===== config.mk =====
export PLATFORM = sky130hd
export DESIGN_NAME = aibnd_dll_lock_ctrl_flat
export DESIGN_NICKNAME = d
export VERILOG_FILES = /design/src/rtl/aibnd_dll_lock_ctrl_if.sv /design/src/rtl/aibnd_dll_lock_ctrl.sv /design/src/flat_wrapper.sv
export SDC_FILE = /design/constraint.sdc
export NUM_CORES = 1
export LEC_CHECK = 0
export ABC_AREA = 1
export BUFFER_PORTS_ARGS = -buffer_cell sky130_fd_sc_hd__buf_2
export CORE_MARGIN = 3
export CORE_UTILIZATION = 55
export CTS_CLUSTER_SIZE = 8
export DETAILED_ROUTE_END_ITERATION = 8
export HOLD_SLACK_MARGIN = 0.02
export MAX_ROUTING_LAYER = met4
export PLACE_DENSITY_LB_ADDON = 0.12
export SLEW_MARGIN = 20
export SYNTH_ARGS = -nofsm -noshare
export SYNTH_HDL_FRONTEND = slang
export SYNTH_SLANG_ARGS = --single-unit

===== constraint.sdc =====
create_clock -name clk_pll -period 7.8 [get_ports clk_pll]
set_clock_uncertainty 0.1 [all_clocks]
set_input_delay 0.39 -clock clk_pll [delete_from_list [all_inputs] [get_ports clk_pll]]
set_output_delay 0.39 -clock clk_pll [all_outputs]
set_load 0.02 [all_outputs]

===== src/rtl/aibnd_dll_lock_ctrl_if.sv =====
// aibnd_dll_lock_ctrl_if: control, phase-detector and delay-code bundle.
// lock_err exists only when AIBND_DLL_LOCK_TIMEOUT_EN is defined.
interface aibnd_dll_lock_ctrl_if #(
   parameter int CODE_W = 10
);
   logic              en;
   logic              reinit;
   logic              rb_bin_search;
   logic              rb_cont_cal;
   logic              rb_selflock;
   logic [CODE_W-1:0] csr_init_code;
   logic              t_up;
   logic              t_down;
   logic              dll_phdet_reset_n;
   logic              launch;
   logic              measure;
   logic [CODE_W-1:0] dly_code;
   logic [CODE_W-1:0] dly_code_gry;
   logic [CODE_W-1:0] half_code_gry;
   logic              dll_lock;
   logic              cal_busy;
`ifdef AIBND_DLL_LOCK_TIMEOUT_EN
   logic              lock_err;
`endif

   modport master (
      output en, reinit, rb_bin_search,
      output rb_cont_cal, rb_selflock,
      output csr_init_code, t_up, t_down,
`ifdef AIBND_DLL_LOCK_TIMEOUT_EN
      input  lock_err,
`endif
      input  dll_phdet_reset_n, launch, measure,
      input  dly_code, dly_code_gry, half_code_gry,
      input  dll_lock, cal_busy
   );

   modport slave (
      input  en, reinit, rb_bin_search,
      input  rb_cont_cal, rb_selflock,
      input  csr_init_code, t_up, t_down,
`ifdef AIBND_DLL_LOCK_TIMEOUT_EN
      output lock_err,
`endif
      output dll_phdet_reset_n, launch, measure,
      output dly_code, dly_code_gry, half_code_gry,
      output dll_lock, cal_busy
   );
endinterface


===== src/rtl/aibnd_dll_lock_ctrl.sv =====
// aibnd_dll_lock_ctrl: DLL delay-code lock controller, binary/linear search.
// Define AIBND_DLL_LOCK_TIMEOUT_EN for the update timeout and lock_err.
module aibnd_dll_lock_ctrl #(
   parameter int CODE_W     = 10,
   parameter int SETTLE_CYC = 8,
   parameter int LOCK_CNT   = 4
`ifdef AIBND_DLL_LOCK_TIMEOUT_EN
   ,
   parameter int TIMEOUT_ITER = 64
`endif
) (
   input logic                  clk_pll,
   input logic                  rst,
   aibnd_dll_lock_ctrl_if.slave dll
);
   typedef enum logic [2:0] {
      IDLE, PD_RST, LAUNCH, SETTLE,
      MEASURE, UPDATE, LOCKED, ERR
   } state_t;

   localparam int SW = (SETTLE_CYC > 1) ?
                       $clog2(SETTLE_CYC) : 1;
   localparam int RW = $clog2(LOCK_CNT + 1);
   localparam logic [CODE_W-1:0] MID =
      CODE_W'(1) << (CODE_W - 1);
   localparam logic [CODE_W-1:0] QTR =
      CODE_W'(1) << (CODE_W - 2);
   localparam logic [CODE_W-1:0] MAXC = {CODE_W{1'b1}};

   state_t            state_q, state_d;
   logic [CODE_W-1:0] code_q, code_d;
   logic [CODE_W-1:0] step_q, step_d;
   logic [SW-1:0]     scnt_q, scnt_d;
   logic [RW-1:0]     rev_q, rev_d;
   logic              pdir_q, pdir_d;
   logic              pvld_q, pvld_d;
   logic              trk_q, trk_d;
   logic              up_q, up_d;
   logic              dn_q, dn_d;
   logic              lock_q, lock_d;
   logic              cc_q;
   logic [CODE_W-1:0] gry_q, hgry_q;
   logic              launch_q, meas_q;
   logic              phn_q, busy_q;

   logic              start, bin, moved;
   logic              up_only, dn_only;
   logic [CODE_W-1:0] stp, nc, hb;
   logic [CODE_W-1:0] gry_d, hgry_d;
   logic [CODE_W:0]   sum, dif;

`ifdef AIBND_DLL_LOCK_TIMEOUT_EN
   localparam int UW = $clog2(TIMEOUT_ITER + 1);
   logic [UW-1:0] upd_q, upd_d;
   logic          err_q, err_d;
`endif

   always_comb begin
      state_d = state_q;
      code_d  = code_q;
      step_d  = step_q;
      scnt_d  = scnt_q;
      rev_d   = rev_q;
      pdir_d  = pdir_q;
      pvld_d  = pvld_q;
      trk_d   = trk_q;
      up_d    = up_q;
      dn_d    = dn_q;
      lock_d  = lock_q;
      start   = 1'b0;
`ifdef AIBND_DLL_LOCK_TIMEOUT_EN
      upd_d   = upd_q;
      err_d   = err_q;
`endif
      bin     = dll.rb_bin_search && !trk_q;
      up_only = up_q && !dn_q;
      dn_only = dn_q && !up_q;
      stp     = bin ? step_q : CODE_W'(1);
      sum     = {1'b0, code_q} + {1'b0, stp};
      dif     = {1'b0, code_q} - {1'b0, stp};
      nc      = code_q;
      if (up_only)
         nc = sum[CODE_W] ? MAXC : sum[CODE_W-1:0];
      else if (dn_only)
         nc = dif[CODE_W] ? '0 : dif[CODE_W-1:0];
      // a move blocked at either rail counts as a hold
      moved = (nc != code_q);

      if (!dll.en) begin
         state_d = IDLE;
         code_d  = MID;
         step_d  = QTR;
         scnt_d  = '0;
         rev_d   = '0;
         pdir_d  = 1'b0;
         pvld_d  = 1'b0;
         trk_d   = 1'b0;
         up_d    = 1'b0;
         dn_d    = 1'b0;
         lock_d  = 1'b0;
`ifdef AIBND_DLL_LOCK_TIMEOUT_EN
         upd_d   = '0;
         err_d   = 1'b0;
`endif
      end else if (dll.reinit) begin
         start = 1'b1;
      end else if (dll.rb_selflock) begin
         state_d = LOCKED;
         code_d  = dll.csr_init_code;
         lock_d  = 1'b1;
         trk_d   = 1'b0;
      end else begin
         unique case (state_q)
            IDLE:    start = 1'b1;
            PD_RST:  state_d = LAUNCH;
            LAUNCH: begin
               state_d = SETTLE;
               scnt_d  = '0;
            end
            SETTLE: begin
               if (scnt_q == SW'(SETTLE_CYC - 1))
                  state_d = MEASURE;
               else
                  scnt_d = scnt_q + 1'b1;
            end
            MEASURE: begin
               up_d    = dll.t_up;
               dn_d    = dll.t_down;
               state_d = UPDATE;
            end
            UPDATE: begin
               code_d = nc;
               if (bin) begin
                  step_d = step_q >> 1;
                  if (step_q == CODE_W'(1))
                     lock_d = 1'b1;
               end else if (moved && !lock_q) begin
                  rev_d = (pvld_q && (pdir_q != up_only)) ?
                          rev_q + 1'b1 : '0;
                  pdir_d = up_only;
                  pvld_d = 1'b1;
                  if (rev_d == RW'(LOCK_CNT))
                     lock_d = 1'b1;
               end
               trk_d   = lock_d && dll.rb_cont_cal;
               state_d = (lock_d && !dll.rb_cont_cal) ?
                         LOCKED : PD_RST;
`ifdef AIBND_DLL_LOCK_TIMEOUT_EN
               if (!lock_d) begin
                  upd_d = upd_q + 1'b1;
                  if (upd_d == UW'(TIMEOUT_ITER)) begin
                     state_d = ERR;
                     err_d   = 1'b1;
                  end
               end
`endif
            end
            LOCKED: begin
               if (dll.rb_cont_cal && !cc_q) begin
                  state_d = PD_RST;
                  trk_d   = 1'b1;
               end
            end
            ERR:     state_d = ERR;
            default: state_d = IDLE;
         endcase
      end

      if (start) begin
         state_d = PD_RST;
         code_d  = dll.rb_bin_search ?
                   MID : dll.csr_init_code;
         step_d  = QTR;
         rev_d   = '0;
         pdir_d  = 1'b0;
         pvld_d  = 1'b0;
         trk_d   = 1'b0;
         up_d    = 1'b0;
         dn_d    = 1'b0;
         lock_d  = 1'b0;
`ifdef AIBND_DLL_LOCK_TIMEOUT_EN
         upd_d   = '0;
         err_d   = 1'b0;
`endif
      end
   end

   assign hb     = code_d >> 1;
   assign gry_d  = code_d ^ (code_d >> 1);
   assign hgry_d = hb ^ (hb >> 1);

   always_ff @(posedge clk_pll or posedge rst) begin
      if (rst) begin
         state_q  <= IDLE;
         code_q   <= MID;
         step_q   <= QTR;
         scnt_q   <= '0;
         rev_q    <= '0;
         pdir_q   <= 1'b0;
         pvld_q   <= 1'b0;
         trk_q    <= 1'b0;
         up_q     <= 1'b0;
         dn_q     <= 1'b0;
         lock_q   <= 1'b0;
         cc_q     <= 1'b0;
         gry_q    <= MID ^ (MID >> 1);
         hgry_q   <= (MID >> 1) ^ (MID >> 2);
         launch_q <= 1'b0;
         meas_q   <= 1'b0;
         phn_q    <= 1'b0;
         busy_q   <= 1'b0;
      end else begin
         state_q  <= state_d;
         code_q   <= code_d;
         step_q   <= step_d;
         scnt_q   <= scnt_d;
         rev_q    <= rev_d;
         pdir_q   <= pdir_d;
         pvld_q   <= pvld_d;
         trk_q    <= trk_d;
         up_q     <= up_d;
         dn_q     <= dn_d;
         lock_q   <= lock_d;
         cc_q     <= dll.rb_cont_cal;
         gry_q    <= gry_d;
         hgry_q   <= hgry_d;
         launch_q <= (state_d == LAUNCH);
         meas_q   <= (state_d == MEASURE);
         phn_q    <= !(state_d inside {IDLE, PD_RST});
         busy_q   <= !(state_d inside {IDLE, LOCKED, ERR});
      end
   end

`ifdef AIBND_DLL_LOCK_TIMEOUT_EN
   always_ff @(posedge clk_pll or posedge rst) begin
      if (rst) begin
         upd_q <= '0;
         err_q <= 1'b0;
      end else begin
         upd_q <= upd_d;
         err_q <= err_d;
      end
   end

   assign dll.lock_err = err_q;
`endif

   assign dll.dly_code          = code_q;
   assign dll.dly_code_gry      = gry_q;
   assign dll.half_code_gry     = hgry_q;
   assign dll.dll_lock          = lock_q;
   assign dll.launch            = launch_q;
   assign dll.measure           = meas_q;
   assign dll.dll_phdet_reset_n = phn_q;
   assign dll.cal_busy          = busy_q;
endmodule


===== src/flat_wrapper.sv =====
// flat-port wrapper written by rule: the top's interface ports become plain ports
module aibnd_dll_lock_ctrl_flat 
#(
   parameter int CODE_W     = 10,
   parameter int SETTLE_CYC = 8,
   parameter int LOCK_CNT   = 4

)
  (clk_pll, rst, dll_en, dll_reinit, dll_rb_bin_search, dll_rb_cont_cal, dll_rb_selflock, dll_csr_init_code, dll_t_up, dll_t_down, dll_dll_phdet_reset_n, dll_launch, dll_measure, dll_dly_code, dll_dly_code_gry, dll_half_code_gry, dll_dll_lock, dll_cal_busy);
  aibnd_dll_lock_ctrl_if #(.CODE_W(CODE_W)) dll_i ();
  input logic clk_pll;
  input logic rst;
  input wire logic [$bits(dll_i.en)-1:0] dll_en;
  input wire logic [$bits(dll_i.reinit)-1:0] dll_reinit;
  input wire logic [$bits(dll_i.rb_bin_search)-1:0] dll_rb_bin_search;
  input wire logic [$bits(dll_i.rb_cont_cal)-1:0] dll_rb_cont_cal;
  input wire logic [$bits(dll_i.rb_selflock)-1:0] dll_rb_selflock;
  input wire logic [$bits(dll_i.csr_init_code)-1:0] dll_csr_init_code;
  input wire logic [$bits(dll_i.t_up)-1:0] dll_t_up;
  input wire logic [$bits(dll_i.t_down)-1:0] dll_t_down;
  output wire logic [$bits(dll_i.dll_phdet_reset_n)-1:0] dll_dll_phdet_reset_n;
  output wire logic [$bits(dll_i.launch)-1:0] dll_launch;
  output wire logic [$bits(dll_i.measure)-1:0] dll_measure;
  output wire logic [$bits(dll_i.dly_code)-1:0] dll_dly_code;
  output wire logic [$bits(dll_i.dly_code_gry)-1:0] dll_dly_code_gry;
  output wire logic [$bits(dll_i.half_code_gry)-1:0] dll_half_code_gry;
  output wire logic [$bits(dll_i.dll_lock)-1:0] dll_dll_lock;
  output wire logic [$bits(dll_i.cal_busy)-1:0] dll_cal_busy;
  assign dll_i.en = dll_en;
  assign dll_i.reinit = dll_reinit;
  assign dll_i.rb_bin_search = dll_rb_bin_search;
  assign dll_i.rb_cont_cal = dll_rb_cont_cal;
  assign dll_i.rb_selflock = dll_rb_selflock;
  assign dll_i.csr_init_code = dll_csr_init_code;
  assign dll_i.t_up = dll_t_up;
  assign dll_i.t_down = dll_t_down;
  assign dll_dll_phdet_reset_n = dll_i.dll_phdet_reset_n;
  assign dll_launch = dll_i.launch;
  assign dll_measure = dll_i.measure;
  assign dll_dly_code = dll_i.dly_code;
  assign dll_dly_code_gry = dll_i.dly_code_gry;
  assign dll_half_code_gry = dll_i.half_code_gry;
  assign dll_dll_lock = dll_i.dll_lock;
  assign dll_cal_busy = dll_i.cal_busy;
  aibnd_dll_lock_ctrl #(.CODE_W(CODE_W), .SETTLE_CYC(SETTLE_CYC), .LOCK_CNT(LOCK_CNT)) u_core (.clk_pll(clk_pll), .rst(rst), .dll(dll_i));
endmodule

* After elaboration in Yosys (flattened, before gate mapping)
Index checks and enable logic that the tools add are counted.
Widths: inputs -> output; s select.
** Word-level totals
- Bits in registers :: 60
- Output and inout bits :: 35
- Logic and storage cells :: 166
** Operators by class
- Add/subtract/negate cells :: 4
- Eq/ne operators :: 31
- Mux-type cells :: 85
- Bitwise logic cells :: 2
- Reduce and logical (&&, ||, !) cells :: 26
** Operators with widths (count)
- $mux 10 :: 17
- $mux 3 :: 19
- $mux 1 :: 46
- $eq 3x3->1 const B :: 9
- $pmux 3 s7 :: 1
- $ne 3x1->1 const B :: 5
- $add 10x10->11 :: 1
- $sub 10x10->11 :: 1
- $eq 10x1->1 const B :: 1
- $ne 10x10->1 :: 1
- $xor 10x9->10 :: 1
- $eq 3x2->1 const B :: 3
- $ne 3x2->1 const B :: 3
- $xor 9x8->9 :: 1
- $logic_and 1x1->1 :: 8
- $logic_not 1->1 :: 8
- $reduce_and 4->1 :: 2
- $add 3x1->3 const B :: 2
- $eq 3x1->1 const B :: 2
- $logic_not 3->1 :: 2
- $pmux 3 s2 :: 1
- $reduce_and 3->1 :: 2
- $ne 5x1->1 const B :: 1
- $ne 5x3->1 const B :: 1
- other kinds (9) :: 10

* Logic depth before layout (Yosys ltp)
Gate-level depths: netlist of the first run.
- Depth after elaboration :: 25
- Depth in mapped cells :: 32

* Worst setup path before layout of the first run
Ideal clock, no wire load.
- Path kind :: input to register
- Start :: input dll_rb_bin_search
- End :: register u_core.meas_q (netlist: u_core.dll.measure)
- Arrival :: 3.184 ns
- Data required time :: 7.583 ns
- Setup slack :: 4.399 ns
- Stages on the path :: 30
- Path through :: inv_1 -> nor2_1 -> clkinv_1 -> nor2_1 -> inv_1 -> ha_1 -> buf_4 -> nor2_1 -> and2_1 -> nand3_2 -> inv_2 -> nor2_8 -> nand2_1 -> nand2_1 -> nand2_1 -> nand2_1 -> inv_1 -> nand2_1 -> nor2_2 -> nand3_2 -> nand2_2 -> nand2_2 -> nand2_1 -> nand2_1 -> nand2_1 -> nand2_1 -> nand2_1 -> nand2_1 -> nand2_2 -> nor2_1
** Between the ends
- Longest elaborated chain between the ends :: 22
- Elaborated cells between the ends (all ways) :: 24
** RTL lines
- from (decl) :: RTL line flat_wrapper.sv:15 : input wire logic [$bits(dll_i.rb_bin_search)-1:0] dll_rb_bin_search;
- $logic_and 1x1->1 * :: RTL line aibnd_dll_lock_ctrl.sv:75 : bin = dll.rb_bin_search && !trk_q;
- $mux 10 :: RTL line aibnd_dll_lock_ctrl.sv:78 : stp = bin ? step_q : CODE_W'(1);
- $sub 10x10->11 :: RTL line aibnd_dll_lock_ctrl.sv:80 : dif = {1'b0, code_q} - {1'b0, stp};
- $mux 10 :: RTL line aibnd_dll_lock_ctrl.sv:85 : nc = dif[CODE_W] ? '0 : dif[CODE_W-1:0];
- $mux 10 :: RTL line aibnd_dll_lock_ctrl.sv:84 : else if (dn_only)
- $mux 10 :: RTL line aibnd_dll_lock_ctrl.sv:82 : if (up_only)
- $ne 10x10->1 :: RTL line aibnd_dll_lock_ctrl.sv:87 : moved = (nc != code_q);
- $logic_and 1x1->1 :: RTL line aibnd_dll_lock_ctrl.sv:137 : end else if (moved && !lock_q) begin
- (+7 left out)
- $mux 3 * :: RTL line aibnd_dll_lock_ctrl.sv:146 : state_d = (lock_d && !dll.rb_cont_cal) ?
- $pmux 3 s7 * :: RTL line aibnd_dll_lock_ctrl.sv:113 : unique case (state_q)
- $mux 3 * :: RTL line aibnd_dll_lock_ctrl.sv:107 : end else if (dll.rb_selflock) begin
- $mux 3 * :: RTL line aibnd_dll_lock_ctrl.sv:105 : end else if (dll.reinit) begin
- $mux 3 * :: RTL line aibnd_dll_lock_ctrl.sv:89 : if (!dll.en) begin
- $mux 3 * :: RTL line aibnd_dll_lock_ctrl.sv:169 : if (start) begin
- net u_core.state_d[0] :: RTL line aibnd_dll_lock_ctrl.sv:30 : state_t state_q, state_d;
- $eq 3x3->1 * :: RTL line aibnd_dll_lock_ctrl.sv:228 : meas_q <= (state_d == MEASURE);
- to (signal assigned) :: RTL line aibnd_dll_lock_ctrl.sv:228
- to (decl) :: RTL line aibnd_dll_lock_ctrl.sv:43 : logic launch_q, meas_q;
The timed path passes the listed nets; every way through them passes the cells marked *. The select of a mux whose other input is x is not followed.
A chain may end at the register's enable or synchronous reset.

* Worst setup path after layout of the first run
- Start :: register u_core.trk_q
- End :: register u_core.pvld_q
** Between the ends
- Longest elaborated chain between the ends :: 11
- Elaborated cells between the ends (all ways) :: 14
** RTL lines
- from (decl) :: RTL line aibnd_dll_lock_ctrl.sv:37 : logic trk_q, trk_d;
- from (signal assigned) :: RTL line aibnd_dll_lock_ctrl.sv:220 : trk_q <= trk_d;
- $logic_not 1->1 * :: RTL line aibnd_dll_lock_ctrl.sv:75
- $logic_and 1x1->1 * :: RTL line aibnd_dll_lock_ctrl.sv:75
- $mux 10 :: RTL line aibnd_dll_lock_ctrl.sv:78
- $sub 10x10->11 :: RTL line aibnd_dll_lock_ctrl.sv:80
- $mux 10 :: RTL line aibnd_dll_lock_ctrl.sv:85
- $mux 10 :: RTL line aibnd_dll_lock_ctrl.sv:84
- $mux 10 :: RTL line aibnd_dll_lock_ctrl.sv:82
- $ne 10x10->1 :: RTL line aibnd_dll_lock_ctrl.sv:87
- $logic_and 1x1->1 :: RTL line aibnd_dll_lock_ctrl.sv:137
- $ne 3x1->1 (no line)
- $reduce_and 5->1 (no line) *
- to (signal assigned) :: RTL line aibnd_dll_lock_ctrl.sv:219 : pvld_q <= pvld_d;
- to (decl) :: RTL line aibnd_dll_lock_ctrl.sv:36 : logic pvld_q, pvld_d;
Every way passes the cells marked *; elsewhere a longest branch is shown, timed or not.

==> results of run 1 <==
## placed cells by master (no fill, tap or decap), types with 2 or more instances in the layout
cell type,synthesis,routed
nand2_1,149,149
inv_1,90,89
buf_2,4,52
nor2_1,47,47
nand3_1,47,47
o21ai_0,45,45
dfrtp_1,45,45
a21oi_1,32,32
ha_1,21,21
nand2_2,12,12
xor2_1,12,12
o211ai_1,9,9
nand4_1,8,8
nor3_1,7,7
nand3_2,6,6
clkbuf_8,0,6
inv_2,4,5
o21ai_1,5,5
nor2_2,3,3
nand3b_1,3,3
a31oi_1,3,3
dfstp_2,3,3
and2_1,2,2
nand2_4,2,2
o21bai_1,2,2
nor4_1,2,2
a32o_1,2,2
fa_1,2,2
## critical path, delay by kind of cell (launching register included)
kind	cells	cell delay, ns
adders and majority gates	1	0.45
buffers and inverters	3	0.49
DFF	1	0.39
and+or+nand+nor	15	2.05
AOI/OAI and AO/OA	3	0.69
## sequential cells by signal (all words and copies together) (netlist names)
signal and flops:
u_core.dll.dly_code 10, u_core.dll.dly_code_gry 9, u_core.step_q 9, u_core.rev_q 3, u_core.scnt_q 3, u_core.state_q 3, u_core.cc_q 1, u_core.dll.cal_busy 1
u_core.dll.dll_lock 1, u_core.dll.dll_phdet_reset_n 1, u_core.dll.launch 1, u_core.dll.measure 1, u_core.dn_q 1, u_core.pdir_q 1, u_core.pvld_q 1, u_core.trk_q 1
u_core.up_q 1
## path summary, 6_finish.rpt
path | to | slack, ns | cells after the start
max | u_core.pvld_q$_DFFE_PP0P_ | 3.50 | 22
min | u_core.cc_q$_DFF_PP0_ | 0.12 | 1
max reg2reg | u_core.pvld_q$_DFFE_PP0P_ | 3.50 | 22
min reg2reg | u_core.scnt_q[2]$_DFFE_PP0P_ | 0.41 | 2
max in group asynchronous | u_core.pdir_q$_DFFE_PP0P_ | 6.78 | 2
min in group asynchronous | u_core.dll.dly_code_gry[5]$_DFF_PP0_ | 0.20 | 2
## power by group through the flow
stage / Combinational, W / Clock (W) / Sequential [W]
after floorplan: 0.000143 / 0 / 0.000298
after global placement: 0.000207 / 0 / 0.000285
after detailed placement: 0.000208 / 0 / 0.000286
after CTS: 0.000208 / 0.000194 / 0.000281
after global routing: 0.000234 / 0.000203 / 0.000283
final: 0.000209 / 0.000191 / 0.000281
## final cells by class
type	instances	area [um^2]	share of cell area, %
Clock buffer	6	82.58	1.878
Clock inverter	2	38.79	0.8819
Inverter	95	356.6	8.108
Multi-Input combinational cell	432	2327	52.92
Sequential cell	48	1205	27.40
Tap cell	96	120.1	2.731
Timing Repair Buffer	53	267.8	6.088
## cell families (layout without fill, tap and decap cells)
kind of cell             after synthesis  in the layout  share of synthesized area (%)
flip-flops                            48             48                          29.91
XOR/XNOR                              13             13                          2.826
adder cells (fa/ha/maj)               23             23                          7.516
other                                  1              1                        0.09308
AND/OR/NAND/NOR                      292            292                          32.86
AO/OA/AOI/OAI                        103            103                          14.47
buffers and inverters                118            156                          12.33
## routing by layer
metal  wire length, um  vias to the layer above  part of all wire, %
met5                 0                        -                    0
met4               157                        0                  1.5
met3               477                       18                  4.5
met2              5167                      125                   48
met1              4876                     1850                   46
li1                  -                     1986                    -
## stage by stage
| step | std cells | utilization [%] | cell area [um^2] | worst slack, ns |
|---|---|---|---|---|
| 2_1_floorplan | 598 | - | 4029 | 4.399 |
| 3_3_place_gp | 724 | 61.59 | 4277 | 3.427 |
| 3_5_place_dp | 724 | 61.59 | 4277 | 3.372 |
| 4_1_cts | 732 | 63.33 | 4398 | 3.558 |
| 5_1_grt | 732 | 63.33 | 4398 | 3.041 |
| 6_report | 732 | 63.33 | 4398 | 3.496 |
==> flow_summary.toml, run 1 <==
[outcome]
status = "finished clean"

[global_routing]
grt_pass1_vias = 3723
grt_pass1_wl_um = 17760
grt_use_met1_pct = 35.78
grt_busiest_layer = "met2"
grtUsageMet3_pct = 2.983
grtUsageTotal_pct = 27.08
met2_usage_pct = 44.55
antenna_found_initial = 0
grt_remaining_overflow = 0
grt_max_degree = 49

[yosys]
ys_types = 42
yosysMostFrequentCell = "nand2_1"
yosys.area.top_type = "dfrtp_1"
netlist_area_mm2 = 0.004029
netlist.area_leader.share_pct = 27.95
ys.flop_type = "dfrtp_1"
synth_common_cells = "nand2_1, inv_1, nand3_1, nor2_1"
synth_edf_count = 0
ys_seq_elements = 48
ys_async_sr_fraction_pct = 100.0
syn_inst = 598
synth_seq_area_share_pct = 29.91
syn_avg_cell_area_um2 = 6.737
yosys_warnings = 0
syn-num-nets = 640
synth_area_leaders = "dfrtp_1, nand2_1, inv_1"

[route]
drtAntennaViolNets = 0
routedWlPerCell_um = 14.59
vias = 3979
viasPerCell = 5.436
wl_um = 10680
drtIter0Drc = 269
drtPass1Iterations = 8
drc_errors = 0

[clocking]
clockBufferDepth = 2
clk_pin_slew_ns = 0.09
cts_max_level = 2
clockRootBuffer = "clkbuf_8"
cts_resized = 0
cts_setup_buffers = 0
cts.sinks = 48
cts_hold_buffers = 0
cts_buffers = 5
cts_tree = "built"
clk_latency_ns = 0.31

[cells_and_area]
fin_nets = 677
drive_above_1_share_pct = 15.09
antenna_cells = 0
fill_cells = 660
syn_to_final_growth_pct = 9.162

[sta]
period_needed_ns = 4.304
timing.fmax_mhz = 232.3
tightest_slew_ns = 0.9759
setup_viol_count_final = 0
rsz0062_at_grt = "false"
fin_crit_sh_pct = 55.18
slew_headroom_pct = 34.85
finalMaxSlewViolations = 0
finalHoldViolCount = 0
hold_slack_ns = 0.1198
fin_setup_tns_ns = 0

[floorplanning]
design.die.area_mm2 = 0.008388
boundaryPins = 54
dieWidth_um = 91.59
fp.dieH_um = 91.59
start_util_pct = 58.02
std_cell_rows = 30
fp.coreArea_mm2 = 0.006944

[power]
pwr-share-comb_pct = 30.7
switching_share_pct = 36.10
pwr-share-seq_pct = 41.2
clkPwrFrac_pct = 28.0
power_density_mw_per_mm2 = 154.8
p_total_w = 0.0006807
p_int_w = 0.0004350
p_leak_nw = 2.397
power.switching_w = 0.0002457
peakVddDrop_uv = 111.2

[worst_setup_path]
critPathMaxStageDelay_ns = 0.45
crit_type = "register to register"
cp_cell_sequence = "nor2_1 -> clkinv_1 -> nor2_1 -> inv_1 -> ha_1 -> o21ai_0 -> a21boi_1 -> nand2_4 -> nor2_8 -> nand3_2 -> nand2_1 -> nand2_1 -> nand2_1 -> nand2_1 -> nor2_1 -> nand3_2 -> nand3_1 -> nand2_1 -> nand2_1 -> inv_1 -> nand2_1 -> o21ai_0"
worstPathArrival_ns = 4.38
cp-end-kind = "register"
crit_fanout = 9
r2r-start = "u_core.trk_q$_DFFE_PP0P_"
crit_path_start_kind = "register"
crit_start = "u_core.trk_q$_DFFE_PP0P_"
crit_top_cell = "nand2_1"
crit_slowest_cell = "ha_1"
cp.required_ns = 7.88

[hold_path]
hold_class = "input port to register"
min_from = "dll_rb_cont_cal"

[placement]
place.gp.congestion = 0.9145
hpwl_um = 8633
port_buffers = 52

[flow_run]
max_cap_viol_count = 0
(Power assumes the default switching activity.)
==> run 2: changes to the inputs <==
ABC_AREA = 0   (was 1)
CORE_UTILIZATION = 53   (was 55)
clock period = 3.7 ns   (was 7.8 ns; I/O delays follow)
==> run 2 against run 1 <==
  * The flow now finishes with violations (hold timing, setup timing)
  * Critical path depth shrank 2
  * Non-clock buffer count grew 139
  * Hold slack lost 0.13 ns
  * Global-route usage grew 8.2 points
  * Setup slack lost 3.8 ns
  * Die area grew 3.9%
  * Power grew 140%
  * Final cell count grew 2.0%
  * Fmax grew 7.0%
  * First-iteration DRC count grew 140%
  * Critical path type unchanged
==> flow_summary.toml, run 2 <==
[yosys]
netlist_area_mm2 = 0.004045
ys_seq_elements = 48
synth_seq_area_share_pct = 29.79
ys.flop_type = "dfrtp_1"
syn-num-nets = 524
syn_inst = 482
ys_types = 72
synth_edf_count = 0
yosys.area.top_type = "dfrtp_1"
yosys_warnings = 0
netlist.area_leader.share_pct = 27.84
ys_async_sr_fraction_pct = 100.0
yosysMostFrequentCell = "dfrtp_1"
synth_common_cells = "dfrtp_1, nand2_1, nor2_1"
synth_area_leaders = "dfrtp_1, ha_1, nand2_1"
syn_avg_cell_area_um2 = 8.392

[placement]
dp.cells = 721
hpwl_um = 11060
port_buffers = 52
dp_slack_ns = -0.6994
place.gp.congestion = 1.052

[global_routing]
grt_pass1_vias = 4568
antenna_found_initial = 0
grt_max_degree = 49
grtUsageTotal_pct = 35.24
grt_pass1_wl_um = 23180
grt_remaining_overflow = 0

[worst_setup_path]
r2r-start = "u_core.trk_q$_DFFE_PP0P_"
crit_path_start_kind = "register"
cp.required_ns = 3.80
crit_type = "register to register"
crit_slowest_cell = "dfrtp_1"
crit_fanout = 7
cp-end-kind = "register"
r2r_end = "u_core.state_q[0]$_DFF_PP0_"
worstPathArrival_ns = 4.12
worstRegToRegCells = 20
critPathMaxStageDelay_ns = 0.42
crit_top_cell = "buf_4"
cp_cell_sequence = "nor2b_4 -> buf_6 -> nand2_2 -> buf_4 -> inv_1 -> ha_1 -> buf_4 -> o311ai_2 -> buf_4 -> o211ai_4 -> o32ai_2 -> buf_4 -> nor4_4 -> a211oi_2 -> buf_4 -> buf_4 -> a21oi_4 -> a211oi_4 -> buf_6 -> a221o_1"
reg2reg_slack_ns = -0.32

[floorplanning]
fp.coreArea_mm2 = 0.007331
dieWidth_um = 93.37
fp.dieH_um = 93.37
std_cell_rows = 31
design.die.area_mm2 = 0.008717
boundaryPins = 54
start_util_pct = 55.18

[flow_run]
max_cap_viol_count = 0

[power]
peakVddDrop_uv = 238.2
p_leak_nw = 2.821
power_density_mw_per_mm2 = 278.8

[clocking]
cts_max_level = 2
clockBufferDepth = 2
clk_latency_ns = 0.31
cts.sinks = 48
cts_buffers = 5
cts_tree = "built"
clockRootBuffer = "clkbuf_8"
clk_pin_slew_ns = 0.10

[cells_and_area]
antenna_cells = 0
final_common_cell = "buf_4"
layout_common_cells = "buf_4, buf_2, dfrtp_1, nand2_1, nor2_1"
fill_cells = 441
largest_register_ff_count = 10
final_util_pct = 81.05
syn_to_final_growth_pct = 46.89
fin_nets = 689
stdcell_count = 747
drive_above_1_share_pct = 43.67

[route]
wl_um = 16590
vias = 4926
drtAntennaViolNets = 0
drc_errors = 0
routedWlPerCell_um = 22.21
drtIter0Drc = 649
viasPerCell = 6.594
drtPass1Iterations = 5

[sta]
timing.fmax_mhz = 248.5
slew_headroom_pct = 33.66
finalMaxSlewViolations = 0
fin_crit_sh_pct = 108.7
setup_ws_ns = -0.3235
finalHoldViolCount = 14
setup_viol_count_final = 12
tightest_slew_ns = 0.9937
period_needed_ns = 4.024
rsz0062_at_grt = "true"
hold_slack_ns = -0.008961

[outcome]
status = "finished with violations"
violations = "hold timing, setup timing"

[hold_path]
hold_class = "input port to async pin"
==> run 2: timing repair <==
action,CTS,global route
setup buffers,9,7
pin swaps,12,13
gates cloned,0,0
hold endpoints to repair,2,0
hold buffers,2,0
setup endpoints to repair,14,13
gates resized for setup,29,52
==> run 2: cells by family (layout without fill, tap and decap cells) <==
logic type	Yosys count	after routing	synth area share, %
other	1	1	0.09270
muxes	9	9	2.382
and+or+nand+nor	159	159	19.95
AOI/OAI and AO/OA	162	162	29.17
buffers and inverters	61	227	6.959
adders and majority gates	25	25	7.980
DFF	48	48	29.79
xor gates and xnor gates	17	17	3.681
==> run 2: through the flow <==
step	hold slack (ns)	total power, W	cell area, um^2	setup TNS, ns
final	-0.008961	0.001656	5942	-3.093
after global routing	0.05857	0.001709	5942	-5.038
after CTS	0.02664	0.001587	5630	-2.151
after detailed placement	0.2383	0.001085	5245	-7.766
after global placement	0.2300	0.001076	5245	-7.153
after floorplan	0.1164	0.0008835	4148	0
==> run 2: worst max-delay path by stage <==
| stage | start | endpoint | slack, ns | depth (start not counted) |
|---|---|---|---|---|
| 6_report | u_core.trk_q$_DFFE_PP0P_ | u_core.state_q[0]$_DFF_PP0_ | -0.32 | 20 |
| 4_1_cts | u_core.trk_q$_DFFE_PP0P_ | u_core.state_q[0]$_DFF_PP0_ | -0.21 | 18 |
| 3_5_place_dp | u_core.trk_q$_DFFE_PP0P_ | u_core.trk_q$_DFFE_PP0P_ | -0.70 | 13 |
| 2_1_floorplan | u_core.trk_q$_DFFE_PP0P_ | u_core.trk_q$_DFFE_PP0P_ | 0.0001 | 14 |
| 5_1_grt | u_core.trk_q$_DFFE_PP0P_ | u_core.state_q[0]$_DFF_PP0_ | -0.46 | 18 |
| 3_3_place_gp | u_core.trk_q$_DFFE_PP0P_ | u_core.trk_q$_DFFE_PP0P_ | -0.66 | 13 |
==> run 2: area by class of cell <==
type	count	area (um^2)	share of cell area, %
Sequential cell	48	1205	20.28
Timing Repair Buffer	192	1359	22.87
Clock inverter	3	68.82	1.158
Tap cell	99	123.9	2.085
Inverter	27	103.9	1.748
Multi-Input combinational cell	373	3013	50.71
Clock buffer	5	68.82	1.158
==> run 2: per-layer routing <==
| layer | track usage (%) | vias to the layer above | routed length (um) |
|---|---|---|---|
| met5 | - | - | 0 |
| met4 | 13.92 | 0 | 1215 |
| met3 | 5.712 | 121 | 1533 |
| met2 | 57.53 | 377 | 7740 |
| met1 | 43.81 | 2338 | 6098 |
| li1 | - | 2090 | - |
==> run 2: where the power goes <==
part	internal [W]	leakage [nW]	switching, W	total [W]
Sequential	0.000553	0.636	0.0000332	0.000586
Combinational	0.000264	2.12	0.000329	0.000594
Clock	0.000272	0.0687	0.000204	0.000476
Total	0.00109	2.82	0.000567	0.00166
==> run 2: critical path, delay by kind of cell (launching register included) <==
family                   cells  cell delay, ns
AND/OR/NAND/NOR              3            0.55
adder cells (fa/ha/maj)      1            0.22
buffers and inverters        9            1.36
AO/OA/AOI/OAI                7            1.27
flip-flops                   1            0.42
